===== config.mk =====
export PLATFORM = sky130hd
export DESIGN_NAME = piezo_alarm_seq_flat
export DESIGN_NICKNAME = d
export VERILOG_FILES = /design/src/rtl/piezo_pkg.sv /design/src/rtl/piezo_alarm_seq_if.sv /design/src/rtl/piezo_tone_gen.sv /design/src/rtl/piezo_alarm_seq.sv /design/src/flat_wrapper.sv
export SDC_FILE = /design/constraint.sdc
export NUM_CORES = 1
export LEC_CHECK = 0
export BUFFER_PORTS_ARGS = -buffer_cell sky130_fd_sc_hd__buf_2
export CAP_MARGIN = 40
export CORE_MARGIN = 2
export CORE_UTILIZATION = 45
export CTS_CLUSTER_SIZE = 24
export DETAILED_ROUTE_END_ITERATION = 10
export PLACE_DENSITY_LB_ADDON = 0.08
export RECOVER_POWER = 25
export SYNTH_ARGS = -nofsm -noshare
export SYNTH_HDL_FRONTEND = slang
export SYNTH_SLANG_ARGS = --single-unit

===== constraint.sdc =====
create_clock -name clk -period 2.7 [get_ports clk]
set_input_delay 0.54 -clock clk [delete_from_list [all_inputs] [get_ports clk]]
set_output_delay 0.54 -clock clk [all_outputs]
set_load 0.01 [all_outputs]

===== src/rtl/piezo_pkg.sv =====
// Shared types, default cadence/tone constants and scaling helper for the piezo alarm sequencer.
// PIEZO_FAST_SIM_EN shrinks the cadence (>>10) and tone (>>4) constants for short full-chip sims.
package piezo_pkg;

   typedef enum logic [1:0] {
      IDLE = 2'd0,
      ON   = 2'd1,
      OFF  = 2'd2
   } piezo_state_e;

   localparam logic [47:0] TONE_HALF_DEF = {16'd12500, 16'd16667, 16'd25000};
   localparam logic [77:0] ON_LEN_DEF    = {26'd50_000_000, 26'd12_500_000, 26'd5_000_000};
   localparam logic [77:0] PERIOD_DEF    = {26'd50_000_000, 26'd25_000_000, 26'd50_000_000};

`ifdef PIEZO_FAST_SIM_EN
   localparam int unsigned CAD_SHIFT  = 32'd10;
   localparam int unsigned TONE_SHIFT = 32'd4;
`else
   localparam int unsigned CAD_SHIFT  = 32'd0;
   localparam int unsigned TONE_SHIFT = 32'd0;
`endif

   // A zero-length tone or cadence would lock the counters, so the scaled value never drops below 1.
   function automatic logic [31:0] scale_floor(input logic [31:0] val, input int unsigned sh);
      logic [31:0] s;
      s = val >> sh;
      if (s == 32'd0) begin
         return 32'd1;
      end else begin
         return s;
      end
   endfunction

endpackage


===== src/rtl/piezo_alarm_seq_if.sv =====
// Request/status bundle between the segway status logic and the piezo alarm sequencer.
interface piezo_alarm_seq_if #(
   parameter int NUM_CH = 3
);
   localparam int AW = (NUM_CH > 1) ? $clog2(NUM_CH) : 1;

   logic [NUM_CH-1:0] req;
   logic              mute;
   logic              piezo;
   logic              piezo_n;
   logic [AW-1:0]     active_ch;
   logic              busy;

   modport master (
      output req, mute,
      input  piezo, piezo_n, active_ch, busy
   );

   modport slave (
      input  req, mute,
      output piezo, piezo_n, active_ch, busy
   );

endinterface


===== src/rtl/piezo_tone_gen.sv =====
// Tone half-period counter with phase toggle; drives the gated, registered piezo pair.
module piezo_tone_gen #(
   parameter int TONE_W = 16
) (
   input  logic              clk,
   input  logic              rst_n,
   input  logic              clr,
   input  logic              run,
   input  logic              gate,
   input  logic [TONE_W-1:0] half,
   output logic              tone,
   output logic              tone_n
);

   logic [TONE_W-1:0] cnt_q, cnt_d;
   logic              phase_q, phase_d;
   logic              tone_q, tone_d;
   logic              tone_n_q, tone_n_d;

   // Phase restarts high on clear so every burst begins with piezo=1.
   always_comb begin
      cnt_d    = cnt_q;
      phase_d  = phase_q;
      if (clr) begin
         cnt_d   = {TONE_W{1'b0}};
         phase_d = 1'b1;
      end else if (run) begin
         if (cnt_q == (half - TONE_W'(1))) begin
            cnt_d   = {TONE_W{1'b0}};
            phase_d = ~phase_q;
         end else begin
            cnt_d   = cnt_q + TONE_W'(1);
            phase_d = phase_q;
         end
      end else begin
         cnt_d   = cnt_q;
         phase_d = phase_q;
      end
      tone_d   = gate & phase_d;
      tone_n_d = gate & ~phase_d;
   end

   // Counter, phase and output drive registers.
   always_ff @(posedge clk or negedge rst_n) begin
      if (!rst_n) begin
         cnt_q    <= {TONE_W{1'b0}};
         phase_q  <= 1'b0;
         tone_q   <= 1'b0;
         tone_n_q <= 1'b0;
      end else begin
         cnt_q    <= cnt_d;
         phase_q  <= phase_d;
         tone_q   <= tone_d;
         tone_n_q <= tone_n_d;
      end
   end

   assign tone   = tone_q;
   assign tone_n = tone_n_q;

endmodule


===== src/rtl/piezo_alarm_seq.sv =====
// Multi-channel piezo alarm sequencer: priority select, on/off cadence and differential tone drive.
// PIEZO_FAST_SIM_EN (see piezo_pkg) scales the per-channel constants only.
module piezo_alarm_seq
   import piezo_pkg::*;
#(
   parameter int                        NUM_CH    = 3,
   parameter int                        CNT_W     = 26,
   parameter int                        TONE_W    = 16,
   parameter logic [NUM_CH*TONE_W-1:0]  TONE_HALF = TONE_HALF_DEF,
   parameter logic [NUM_CH*CNT_W-1:0]   ON_LEN    = ON_LEN_DEF,
   parameter logic [NUM_CH*CNT_W-1:0]   PERIOD    = PERIOD_DEF
) (
   input  logic               clk,
   input  logic               rst_n,
   piezo_alarm_seq_if.slave   bus
);

   localparam int AW = (NUM_CH > 1) ? $clog2(NUM_CH) : 1;

   logic [NUM_CH-1:0] req_s;
   logic              mute_s;
   logic [AW-1:0]     winner_s;
   logic              any_s;

   piezo_state_e      state_q, state_d;
   logic [AW-1:0]     active_q, active_d;
   logic [CNT_W-1:0]  cad_q, cad_d;
   logic              busy_q, busy_d;
   logic              restart_s;

   logic [TONE_W-1:0] half_arr_s   [NUM_CH];
   logic [CNT_W-1:0]  on_len_arr_s [NUM_CH];
   logic [CNT_W-1:0]  period_arr_s [NUM_CH];
   logic [TONE_W-1:0] half_s;
   logic [CNT_W-1:0]  on_len_s;
   logic [CNT_W-1:0]  period_s;

   logic              tone_clr_s;
   logic              tone_run_s;
   logic              tone_gate_s;
   logic              piezo_s;
   logic              piezo_n_s;

   assign req_s  = bus.req;
   assign mute_s = bus.mute;

   for (genvar c = 0; c < NUM_CH; c++) begin : g_eff
      assign half_arr_s[c]   = TONE_W'(scale_floor(32'(TONE_HALF[c*TONE_W +: TONE_W]), TONE_SHIFT));
      assign on_len_arr_s[c] = CNT_W'(scale_floor(32'(ON_LEN[c*CNT_W +: CNT_W]), CAD_SHIFT));
      assign period_arr_s[c] = CNT_W'(scale_floor(32'(PERIOD[c*CNT_W +: CNT_W]), CAD_SHIFT));
   end

   assign half_s   = half_arr_s[active_q];
   assign on_len_s = on_len_arr_s[active_q];
   assign period_s = period_arr_s[active_q];

   // Highest set request bit wins.
   always_comb begin
      winner_s = {AW{1'b0}};
      any_s    = |req_s;
      for (int i = 0; i < NUM_CH; i++) begin
         if (req_s[i]) begin
            winner_s = AW'(i);
         end else begin
            winner_s = winner_s;
         end
      end
   end

   // Sequencing FSM; a changed winner covers both pre-emption and hand-back after a drop.
   always_comb begin
      state_d   = state_q;
      active_d  = active_q;
      cad_d     = cad_q;
      restart_s = 1'b0;
      case (state_q)
         IDLE: begin
            if (any_s) begin
               state_d   = ON;
               active_d  = winner_s;
               cad_d     = {CNT_W{1'b0}};
               restart_s = 1'b1;
            end else begin
               active_d = {AW{1'b0}};
               cad_d    = {CNT_W{1'b0}};
            end
         end
         ON, OFF: begin
            if (!any_s) begin
               state_d  = IDLE;
               active_d = {AW{1'b0}};
               cad_d    = {CNT_W{1'b0}};
            end else if (winner_s != active_q) begin
               state_d   = ON;
               active_d  = winner_s;
               cad_d     = {CNT_W{1'b0}};
               restart_s = 1'b1;
            end else if (state_q == ON) begin
               if ((cad_q == (on_len_s - CNT_W'(1))) && (on_len_s < period_s)) begin
                  state_d = OFF;
                  cad_d   = cad_q + CNT_W'(1);
               end else if (cad_q == (period_s - CNT_W'(1))) begin
                  cad_d = {CNT_W{1'b0}};
               end else begin
                  cad_d = cad_q + CNT_W'(1);
               end
            end else begin
               if (cad_q == (period_s - CNT_W'(1))) begin
                  state_d   = ON;
                  cad_d     = {CNT_W{1'b0}};
                  restart_s = 1'b1;
               end else begin
                  cad_d = cad_q + CNT_W'(1);
               end
            end
         end
         default: begin
            state_d  = IDLE;
            active_d = {AW{1'b0}};
            cad_d    = {CNT_W{1'b0}};
         end
      endcase
      busy_d = (state_d != IDLE);
   end

   // Tone runs through mute so unmuting lands in the unmuted phase.
   always_comb begin
      tone_clr_s  = restart_s | (state_d != ON);
      tone_run_s  = (state_d == ON);
      tone_gate_s = (state_d == ON) & ~mute_s;
   end

   // FSM state, channel, cadence and busy registers.
   always_ff @(posedge clk or negedge rst_n) begin
      if (!rst_n) begin
         state_q  <= IDLE;
         active_q <= {AW{1'b0}};
         cad_q    <= {CNT_W{1'b0}};
         busy_q   <= 1'b0;
      end else begin
         state_q  <= state_d;
         active_q <= active_d;
         cad_q    <= cad_d;
         busy_q   <= busy_d;
      end
   end

   piezo_tone_gen #(
      .TONE_W (TONE_W)
   ) u_tone (
      .clk    (clk),
      .rst_n  (rst_n),
      .clr    (tone_clr_s),
      .run    (tone_run_s),
      .gate   (tone_gate_s),
      .half   (half_s),
      .tone   (piezo_s),
      .tone_n (piezo_n_s)
   );

   assign bus.piezo     = piezo_s;
   assign bus.piezo_n   = piezo_n_s;
   assign bus.active_ch = active_q;
   assign bus.busy      = busy_q;

endmodule


===== src/flat_wrapper.sv =====
// flat-port wrapper written by rule: the top's interface ports become plain ports
module piezo_alarm_seq_flat import piezo_pkg::*;
#(
   parameter int                        NUM_CH    = 3,
   parameter int                        CNT_W     = 26,
   parameter int                        TONE_W    = 16,
   parameter logic [NUM_CH*TONE_W-1:0]  TONE_HALF = TONE_HALF_DEF,
   parameter logic [NUM_CH*CNT_W-1:0]   ON_LEN    = ON_LEN_DEF,
   parameter logic [NUM_CH*CNT_W-1:0]   PERIOD    = PERIOD_DEF
)
  (clk, rst_n, bus_req, bus_mute, bus_piezo, bus_piezo_n, bus_active_ch, bus_busy);
  piezo_alarm_seq_if #(.NUM_CH(NUM_CH)) bus_i ();
  input  logic clk;
  input  logic rst_n;
  input wire logic [$bits(bus_i.req)-1:0] bus_req;
  input wire logic [$bits(bus_i.mute)-1:0] bus_mute;
  output wire logic [$bits(bus_i.piezo)-1:0] bus_piezo;
  output wire logic [$bits(bus_i.piezo_n)-1:0] bus_piezo_n;
  output wire logic [$bits(bus_i.active_ch)-1:0] bus_active_ch;
  output wire logic [$bits(bus_i.busy)-1:0] bus_busy;
  assign bus_i.req = bus_req;
  assign bus_i.mute = bus_mute;
  assign bus_piezo = bus_i.piezo;
  assign bus_piezo_n = bus_i.piezo_n;
  assign bus_active_ch = bus_i.active_ch;
  assign bus_busy = bus_i.busy;
  piezo_alarm_seq #(.NUM_CH(NUM_CH), .CNT_W(CNT_W), .TONE_W(TONE_W), .TONE_HALF(TONE_HALF), .ON_LEN(ON_LEN), .PERIOD(PERIOD)) u_core (.clk(clk), .rst_n(rst_n), .bus(bus_i));
endmodule

==> flow_metrics.env, run 1 <==
export IMPL_synth_distinct_cells=52
export IMPL_power_density_nw_per_um2=532
export IMPL_clockRootBuffer="clkbuf_8"
export IMPL_synth_cells=343
export IMPL_ir_worst_vdd_mv=0.339
export IMPL_holdBufCountCts=0
export IMPL_maxSlewHeadroom=0.147
export IMPL_wl_per_cell_microns=17.0
export IMPL_whs_endpoint="u_core.u_tone.tone"
export IMPL_core_area_sq_um=6830
export IMPL_synthesis_area_sq_um=3190
export IMPL_cts_tree="built"
export IMPL_slowest_stage="dfrtp_2"
export IMPL_fin_nets=413
export IMPL_path_max_fanout=5
export IMPL_syn_nets=362
export IMPL_grt_usage=0.223
export IMPL_postRouteAntennaNets=0
export IMPL_drt_iter0_markers=206
export IMPL_dp_slack_ns=-0.126
export IMPL_cts_buffer_depth=2
export IMPL_grt_pass1_wl_mm=13.6
export IMPL_ioPinCount=11
export IMPL_die_area_sq_um=7770
export IMPL_multiInputGateArea_sq_um=2000
export IMPL_wl_mm=8.33
export IMPL_place_congestion=0.874
export IMPL_drc=0
export IMPL_grt_overflow_total=0
export IMPL_hold_depth=2
export IMPL_cp_required_ns=2.89
export IMPL_antenna_found_initial=0
export IMPL_synth_edf_count=0
export IMPL_reg2reg_depth=10
export IMPL_fillCellCount=632
export IMPL_grt_setup_unrepaired="yes"
export IMPL_via_count=2782
export IMPL_dp_cells=473
export IMPL_slew_violations=0
export IMPL_hold_violations=0
export IMPL_synth_top_area_cell="dfrtp_1"
export IMPL_fin_ws_ns=-0.0589
export IMPL_avgSynthCellArea_sq_um=9.29
export IMPL_slowest_delay_ns=0.49
export IMPL_violations="setup timing"
export IMPL_ys_ff_latch=50
export IMPL_setup_viol=5
export IMPL_num_rows=30
export IMPL_drive_gt1_frac=0.253
export IMPL_hp_class="input port to flip-flop"
export IMPL_yosys_area_top_type_share=0.393
export IMPL_outcome="finished with violations"
export IMPL_worstSetupEndpointType="flip-flop"
export IMPL_rr_endpoint="u_core.u_tone.phase_q"
export IMPL_fin_tns_setup_ns=-0.0837
export IMPL_clk_pin_slew_ns=0.10
export IMPL_antenna_cells=0
export IMPL_vias_per_cell=5.67
export IMPL_power_mw=2.14
export IMPL_fmax_ghz=0.362
export IMPL_start_util=0.466
export IMPL_grt_pass1_vias=2813
export IMPL_post_route_min_period_ns=2.76
export IMPL_crit_arrival_ns=2.95
export IMPL_yosys_top_cells_area="dfrtp_1, xor2_1, ha_1, xnor2_1, nor2_1"
export IMPL_clkLatencyLatePin_ns=0.31
export IMPL_cellLeakagePower_nw=1.66
export IMPL_cts_made_buffers=5
export IMPL_yosys_most_used_dff="dfrtp_1"
export IMPL_async_reset_ff_frac=1.00
export IMPL_cts_max_level=2
export IMPL_stdcell_count=491
export IMPL_worst_slew_pin_slew_ns=1.28
export IMPL_critical_path_buf_inv_count=3
export IMPL_ff2ff_setup_slack_ns=-0.06
export IMPL_cp_start_kind="flip-flop"
export IMPL_path_cells="buf_4, ha_4, or3_4, nor2_2, nor2_1, nor4b_2, buf_4, a211o_4, buf_12, or4_1"
export IMPL_seq_area_frac_synth=0.393
export IMPL_portBuffers=10
export IMPL_area_growth_pct=26.0
export IMPL_yosysWarnings=0
export IMPL_path_delay_family="simple AND/OR/NAND/NOR gates"
export IMPL_path_common_cell="buf_4"
export IMPL_dr_pass1_iters=4
export IMPL_drv_cap=0
export IMPL_period_share=1.02
export IMPL_die_h_microns=88.1
export IMPL_hpwl_mm=5.65
export IMPL_cp_startpoint="u_core.bus.active_ch[0]"
export IMPL_die_w_microns=88.1
export IMPL_critPathKind="flip-flop to flip-flop"
export IMPL_clock_skew_ns=0.0101
export IMPL_r2r_start="u_core.bus.active_ch[0]"
export IMPL_clock_sinks=50
export IMPL_seq_area_sq_um=1250
export IMPL_min_from="bus_mute"
export IMPL_grt_max_degree=28
## how the worst max path moves through the flow
| stage | end | slack (ns) | cells after the start |
|---|---|---|---|
| finish | u_core.u_tone.phase_q | -0.06 | 10 |
| floorplan | u_core.u_tone.phase_q | 0.003 | 8 |
| detailed placement | u_core.u_tone.phase_q | -0.13 | 8 |
| CTS | u_core.u_tone.phase_q | -0.02 | 10 |
| global placement | u_core.u_tone.phase_q | -0.09 | 8 |
| global route | u_core.u_tone.phase_q | -0.16 | 10 |
## cell usage in the layout (no fill, tap or decap), types with 8 or more instances in the layout
master / count
buf_4: 42
xnor2_1: 15
nand2_1: 20
nor3_1: 8
buf_2: 9
nor2_1: 37
nor4_1: 16
inv_1: 8
nand3_1: 17
nand4_1: 15
dfrtp_1: 48
xor2_1: 31
## logic make-up (layout without fill, tap and decap cells)
| family | Yosys count | count (layout) | synth area share |
|---|---|---|---|
| AO/OA/AOI/OAI | 35 | 35 | 0.0829 |
| flip-flops | 50 | 50 | 0.393 |
| AND/OR/NAND/NOR | 167 | 167 | 0.294 |
| XOR/XNOR | 49 | 49 | 0.135 |
| buffers and inverters | 27 | 79 | 0.0385 |
| adder cells (fa/ha/maj) | 13 | 13 | 0.0511 |
| multiplexers | 2 | 2 | 0.00628 |
## layout make-up
type                       instances  area share
multi-input combinational        266       0.498
tap                               96      0.0299
sequential                        50       0.312
timing repair buffer              61       0.127
clock inverter                     1     0.00125
inverter                          10      0.0106
clock buffer                       7      0.0215
## through the flow
stage                util  cell area [sq um]  hold slack (ns)
finish              0.588               4020            0.392
global route        0.588               4020            0.394
CTS                 0.568               3880            0.227
detailed placement  0.526               3590            0.485
global placement    0.526               3590            0.479
floorplan               -               3190            0.244
## what timing repair did
| action | CTS | global route |
|---|---|---|
| pin swaps | 10 | 8 |
| resized for setup | 21 | 23 |
| setup buffers | 6 | 1 |
| gates cloned | 1 | 2 |
| setup endpoints to repair | 25 | 47 |
## worst register-to-register path, cell delays in order, from the launching register on
cell and delay [ns]:
dfrtp_2 0.49, buf_4 0.18, ha_4 0.17, or3_4 0.39, nor2_2 0.11, nor2_1 0.05, nor4b_2 0.16, buf_4 0.16
a211o_4 0.35, buf_12 0.13, or4_1 0.46
## synth_stat cells, drive strengths merged, types with 2 or more instances
| master | count |
|---|---|
| o211ai | 4 |
| a211o | 2 |
| nor3 | 9 |
| clkbuf | 8 |
| inv | 10 |
| nor4 | 19 |
| and3 | 5 |
| nand4 | 15 |
| nand3 | 17 |
| or4 | 5 |
| nand2 | 20 |
| o31a | 2 |
| nor2 | 38 |
| xnor2 | 17 |
| o21bai | 2 |
| or3 | 6 |
| nand3b | 3 |
| buf | 9 |
| and4 | 6 |
| ha | 13 |
| and2 | 5 |
| nand2b | 2 |
| xor2 | 32 |
| and4b | 3 |
| o21ai | 10 |
| o22ai | 4 |
| or3b | 2 |
| nor4bb | 2 |
| nor4b | 5 |
| mux2i | 2 |
| dfrtp | 50 |
## layer usage
metal	wire length (microns)	part of all wire	GRT usage
met1	3710	0.45	0.289
met2	4090	0.49	0.367
met3	252	0.030	0.0377
met4	269	0.032	0.0964
met5	0	0	0
## registers in the layout (all words and copies together), names as in the netlist
name and cells:
u_core.bus.active_ch 2, u_core.u_tone.tone 1, u_core.u_tone.phase_q 1, u_core.state_q 2, u_core.cad_q 26, u_core.u_tone.cnt_q 16
u_core.u_tone.tone_n 1, u_core.bus.busy 1
## report_power, final
part           internal (mW)  total, mW  switching, mW
logic                  0.398      0.841          0.443
clock network          0.207      0.460          0.253
registers              0.790      0.837         0.0462
total                   1.40       2.14          0.742
No activity file was read; power rests on OpenSTA's default activity.
==> inputs of run 2 (changes only) <==
--- a/config.mk
+++ b/config.mk
@@ -6,7 +6,6 @@
 export NUM_CORES = 1
 export LEC_CHECK = 0
 export BUFFER_PORTS_ARGS = -buffer_cell sky130_fd_sc_hd__buf_2
-export CAP_MARGIN = 40
 export CORE_MARGIN = 2
 export CORE_UTILIZATION = 45
 export CTS_CLUSTER_SIZE = 24
==> constraint.sdc (replaced) <==
create_clock -name clk -period 2.7 [get_ports clk]
set_input_delay 0.405 -clock clk [delete_from_list [all_inputs] [get_ports clk]]
set_output_delay 0.405 -clock clk [all_outputs]
set_load 0.01 [all_outputs]
==> run 2 against run 1 <==
Against the previous run:
- the run still ends with setup timing left
- routed wire length up 3.3%
- utilization up 3.9 points
- die area unchanged
- fmax up 0.54%
- design area up 6.6%
- clock skew up 0.00081 ns
- count of clock-buffer cells in the layout unchanged
- hold slack worse by 0.19 ns
- first-iteration DRC count down 37%
- cell count up 1.6%
- worst setup slack better by 0.015 ns
- critical endpoint is now u_core.u_tone.cnt_q[1]
- largest cell class unchanged
==> flow_metrics.env, run 2 (synthesis results as in run 1) <==
export IMPL_num_rows=30
export IMPL_start_util=0.466
export IMPL_final_area_sq_um=4280
export IMPL_worstSetupEndpointType="flip-flop"
export IMPL_fin_ws_ns=-0.0439
export IMPL_drc=0
export IMPL_grt_usage=0.223
export IMPL_path_delay_family="compound AO/OA/AOI/OAI gates"
export IMPL_clock_skew_ns=0.0109
export IMPL_grt_max_degree=19
export IMPL_wl_mm=8.60
export IMPL_cp_startpoint="u_core.bus.active_ch[0]"
export IMPL_cp_endpoint="u_core.u_tone.cnt_q[1]"
export IMPL_hpwl_mm=5.70
export IMPL_power_density_nw_per_um2=527
export IMPL_fin_nets=421
export IMPL_cellLeakagePower_nw=1.72
export IMPL_slowest_stage="dfrtp_2"
export IMPL_via_count=2861
export IMPL_power_mw=2.26
export IMPL_hold_violations=0
export IMPL_path_depth=10
export IMPL_grtUsageMet2=0.381
export IMPL_largestRegisters="u_core.cad_q (26), u_core.u_tone.cnt_q (16)"
export IMPL_dp_slack_ns=-0.123
export IMPL_critPathKind="flip-flop to flip-flop"
export IMPL_postRouteAntennaNets=0
export IMPL_die_h_microns=88.1
export IMPL_path_cells="buf_6, ha_4, xor2_2, and4_1, nand4_1, o311a_1, a211o_1, buf_12, buf_12, nor4_1"
export IMPL_clockRootBuffer="clkbuf_8"
export IMPL_violations="setup timing"
export IMPL_registers_top_by_ff_count="u_core.cad_q"
export IMPL_post_route_min_period_ns=2.74
export IMPL_reg2reg_depth=10
export IMPL_antenna_cells=0
export IMPL_timing_hold_ws_ns=0.204
export IMPL_fmax_ghz=0.364
export IMPL_place_area_sq_um=3590
export IMPL_drv_cap=0
export IMPL_core_area_sq_um=6830
export IMPL_outcome="finished with violations"
export IMPL_clkLatencyLatePin_ns=0.31
export IMPL_largest_reg_flops=26
export IMPL_grt_pass1_wl_mm=13.5
export IMPL_fin_tns_setup_ns=-0.246
export IMPL_met1_usage=0.275
export IMPL_vias_per_cell=5.73
export IMPL_slowest_delay_ns=0.50
export IMPL_cp_start_kind="flip-flop"
export IMPL_area_growth_pct=34.4
export IMPL_maxSlewHeadroom=0.385
export IMPL_die_w_microns=88.1
export IMPL_busiest_layer="met2"
export IMPL_ff2ff_setup_slack_ns=-0.04
export IMPL_clk_pin_slew_ns=0.10
export IMPL_final_cell_mix="dfrtp_1, buf_4, nor2_1"
export IMPL_cts_tree="built"
export IMPL_portBuffers=10
export IMPL_drt_iter0_markers=130
export IMPL_grt_setup_unrepaired="yes"
export IMPL_layout_commonest_cell="dfrtp_1"
export IMPL_critical_path_buf_inv_count=3
export IMPL_cts_buffer_depth=2
export IMPL_period_share=1.02
export IMPL_grt_overflow_total=0
export IMPL_crit_arrival_ns=2.95
export IMPL_drive_gt1_frac=0.308
export IMPL_ioPinCount=11
export IMPL_clock_sinks=50
export IMPL_setup_viol=15
export IMPL_cp_required_ns=2.90
export IMPL_worst_slew_pin_slew_ns=0.922
export IMPL_groute_layer_met3_usage=0.0452
export IMPL_hp_class="input port to asynchronous set/reset pin"
export IMPL_place_congestion=0.869
export IMPL_path_common_cell="buf_12"
export IMPL_cts_max_level=2
export IMPL_die_area_sq_um=7770
export IMPL_grt_pass1_vias=2817
export IMPL_ir_worst_vdd_mv=0.409
export IMPL_path_max_fanout=10
export IMPL_r2r_start="u_core.bus.active_ch[0]"
export IMPL_slew_violations=0
export IMPL_cts_made_buffers=5
export IMPL_wl_per_cell_microns=17.2
export IMPL_rr_endpoint="u_core.u_tone.cnt_q[1]"
export IMPL_antenna_found_initial=0
export IMPL_dr_pass1_iters=4
-- run 2: how the worst min path moves through the flow --
stage / depth (start not counted) / slack [ns] / endpoint
6_report: 1 / 0.20 / u_core.cad_q[9]
5_1_grt: 2 / 0.25 / u_core.u_tone.tone
4_1_cts: 1 / 0.02 / u_core.u_tone.cnt_q[3]
3_5_place_dp: 1 / 0.36 / u_core.cad_q[2]
3_3_place_gp: 1 / 0.35 / u_core.cad_q[2]
2_1_floorplan: 0 / 0.11 / u_core.bus.active_ch[0]
-- run 2: final cells by class --
class                           count  area [sq um]
Tap cell                           96           120
Clock inverter                      1          5.00
Timing Repair Buffer               69           572
Inverter                           10          45.0
Sequential cell                    50          1250
Fill cell                         581          2550
Clock buffer                        7          86.3
Multi-Input combinational cell    266          2200
-- run 2: per-stage QoR --
step,instances,util
final,499,0.627
after CTS,499,0.588
after global routing,499,0.627
after detailed placement,473,0.526
after floorplan,343,-
after global placement,473,0.526
-- run 2: what timing repair did --
action,4_1_cts,5_1_grt
setup endpoints to repair,47,47
setup buffers,17,0
hold buffers,0,0
hold endpoints to repair,0,0
gates resized for setup,29,51
cloned,1,2
pin swaps,13,8
-- run 2: routing by layer --
| layer | share of wire | vias up |
|---|---|---|
| met5 | 0 | - |
| met3 | 0.041 | 30 |
| li1 | - | 1355 |
| met1 | 0.42 | 1391 |
| met4 | 0.042 | 0 |
| met2 | 0.50 | 85 |
-- run 2: worst reg2reg max path: cells and delay by family, from the launching register on --
kind / cells / cell delay [ns]
compound gates: 2 / 0.71
buf+inv: 3 / 0.45
xor+xnor: 1 / 0.17
fa+ha+maj: 1 / 0.18
simple gates: 3 / 0.64
flops: 1 / 0.50
-- run 2: where the power goes --
group / switching [mW] / internal (mW) / leakage (nW)
combinational: 0.508 / 0.449 / 0.998
clock: 0.252 / 0.207 / 0.0482
sequential: 0.0480 / 0.790 / 0.675
total: 0.808 / 1.45 / 1.72
==> inputs of run 3 (changes only) <==
==> constraint.sdc (replaced) <==
create_clock -name clk -period 2.79 [get_ports clk]
set_input_delay 0.4185 -clock clk [delete_from_list [all_inputs] [get_ports clk]]
set_output_delay 0.4185 -clock clk [all_outputs]
set_load 0.01 [all_outputs]
==> run 3 against run 2 <==
Against the previous run:
- the run now ends clean
- non-clock buffer count is 32 lower
- utilization is 8.1 points lower
- design area is 13% lower
- power is 12% lower
- clock skew is 0.0055 ns lower
- critical path depth is 2 lower
- hold slack better by 0.077 ns
- register-to-register slack better by 0.06 ns
- via count is 5.9% lower
- highest routed layer unchanged
==> flow_metrics.env, run 3 (synthesis results as in run 1) <==
export IMPL_cts_tree="built"
export IMPL_path_cells="ha_4, or4_1, o21ai_1, nand4_1, buf_4, o311a_1, a211o_1, or4_1"
export IMPL_cts_max_level=2
export IMPL_largestRegisters="u_core.cad_q (26), u_core.u_tone.cnt_q (16)"
export IMPL_worst_slew_pin_slew_ns=1.11
export IMPL_stdcell_count=467
export IMPL_timing_hold_ws_ns=0.281
export IMPL_grt_pass1_vias=2439
export IMPL_die_h_microns=88.1
export IMPL_drc=0
export IMPL_cp_required_ns=2.97
export IMPL_slowest_stage="or4_1"
export IMPL_largest_reg_flops=26
export IMPL_path_common_cell="or4_1"
export IMPL_grt_overflow_total=0
export IMPL_vias_per_cell=5.76
export IMPL_fmax_ghz=0.360
export IMPL_clkLatencyLatePin_ns=0.31
export IMPL_wl_per_cell_microns=17.1
export IMPL_r2r_start="u_core.bus.active_ch[0]"
export IMPL_grt_usage=0.206
export IMPL_core_area_sq_um=6830
export IMPL_area_growth_pct=17.1
export IMPL_grt_setup_unrepaired="yes"
export IMPL_antenna_cells=0
export IMPL_maxSlewHeadroom=0.260
export IMPL_start_util=0.466
export IMPL_hold_depth=2
export IMPL_fin_nets=389
export IMPL_place_congestion=0.919
export IMPL_cts_buffer_depth=2
export IMPL_cts_made_buffers=5
export IMPL_hold_violations=0
export IMPL_fin_tns_setup_ns=0
export IMPL_post_route_min_period_ns=2.78
export IMPL_die_area_sq_um=7770
export IMPL_wl_mm=7.97
export IMPL_critPathKind="flip-flop to flip-flop"
export IMPL_period_share=0.995
export IMPL_reg2reg_depth=8
export IMPL_whs_endpoint="u_core.u_tone.tone"
export IMPL_clock_sinks=50
export IMPL_via_count=2692
export IMPL_dr_pass1_iters=7
export IMPL_ff2ff_setup_slack_ns=0.01
export IMPL_ioPinCount=11
export IMPL_clock_skew_ns=0.00545
export IMPL_worstSetupEndpointType="flip-flop"
export IMPL_portBuffers=10
export IMPL_dp_cells=452
export IMPL_clockRootBuffer="clkbuf_8"
export IMPL_cellLeakagePower_nw=1.53
export IMPL_final_cell_mix="dfrtp_1, nor2_1, xor2_1"
export IMPL_layout_commonest_cell="dfrtp_1"
export IMPL_power_density_nw_per_um2=530
export IMPL_outcome="completed"
export IMPL_drv_cap=0
export IMPL_postRouteAntennaNets=0
export IMPL_ir_worst_vdd_mv=0.239
export IMPL_hpwl_mm=5.44
export IMPL_slowest_delay_ns=0.47
export IMPL_crit_arrival_ns=2.96
export IMPL_slew_violations=0
export IMPL_registers_top_by_ff_count="u_core.cad_q"
export IMPL_rr_endpoint="u_core.u_tone.phase_q"
export IMPL_die_w_microns=88.1
export IMPL_num_rows=30
export IMPL_hp_class="input port to flip-flop"
export IMPL_min_from="bus_mute"
export IMPL_drive_gt1_frac=0.170
export IMPL_cp_start_kind="flip-flop"
export IMPL_setup_viol=0
export IMPL_grt_pass1_wl_mm=12.5
export IMPL_clk_pin_slew_ns=0.09
export IMPL_grt_max_degree=27
export IMPL_path_max_fanout=5
export IMPL_antenna_found_initial=0
export IMPL_drt_iter0_markers=211
[run 3: metal layers]
| layer | wire length (microns) | part of all wire | vias to the layer above | global-route usage |
|---|---|---|---|---|
| met2 | 3480 | 0.44 | 75 | 0.298 |
| li1 | - | - | 1297 | - |
| met4 | 78 | 0.0098 | 0 | 0.0455 |
| met3 | 316 | 0.040 | 7 | 0.0311 |
| met1 | 4090 | 0.51 | 1313 | 0.324 |
| met5 | 0 | 0 | - | 0 |
[run 3: cell type report]
| class | instances | area [sq um] |
|---|---|---|
| Clock buffer | 6 | 82.6 |
| Clock inverter | 2 | 12.5 |
| Fill cell | 626 | 3100 |
| Inverter | 10 | 37.5 |
| Multi-Input combinational cell | 266 | 1910 |
| Sequential cell | 50 | 1250 |
| Tap cell | 96 | 120 |
| Timing Repair Buffer | 37 | 314 |
[run 3: worst max-delay path by stage]
stage,start,endpoint,slack [ns],cells after the start
after floorplan,u_core.bus.active_ch[0],u_core.u_tone.phase_q,0.02,8
after global placement,u_core.bus.active_ch[0],u_core.cad_q[10],0.07,9
after detailed placement,u_core.bus.active_ch[0],u_core.u_tone.phase_q,0.02,7
after CTS,u_core.bus.active_ch[0],u_core.u_tone.phase_q,0.01,7
after global routing,u_core.bus.active_ch[1],u_core.u_tone.phase_q,-0.06,9
final,u_core.bus.active_ch[0],u_core.u_tone.phase_q,0.01,8
[run 3: metrics by stage]
stage	setup slack (ns)	utilization	total power [mW]	instance area, sq um
2_1_floorplan	0.0205	-	1.21	3190
3_3_place_gp	0.0741	0.504	1.42	3450
3_5_place_dp	0.0171	0.504	1.43	3450
4_1_cts	0.0116	0.522	1.88	3560
5_1_grt	-0.0622	0.546	2.09	3730
6_report	0.0144	0.546	1.98	3730
[run 3: critical path, delay by kind of cell (launching register included)]
family | cells | cell delay, ns
buffers and inverters | 1 | 0.19
and+or+nand+nor | 3 | 1.09
DFF | 1 | 0.46
adders and majority gates | 1 | 0.19
AOI/OAI and AO/OA | 3 | 0.72
[run 3: what timing repair did]
action / 4_1_cts / 5_1_grt
setup buffers: 0 / 3
hold endpoints to repair: 11 / 0
gates resized for setup: 1 / 17
pin swaps: 0 / 6
endpoints found under the setup margin: 2 / 47
cloned: 0 / 3
hold buffers: 1 / 0
[run 3: where the power goes]
part           leakage (nW)  internal [mW]  total, mW  switching [mW]
clock                0.0472          0.200      0.450           0.250
combinational         0.807          0.315      0.721           0.406
sequential            0.675          0.765      0.804          0.0392
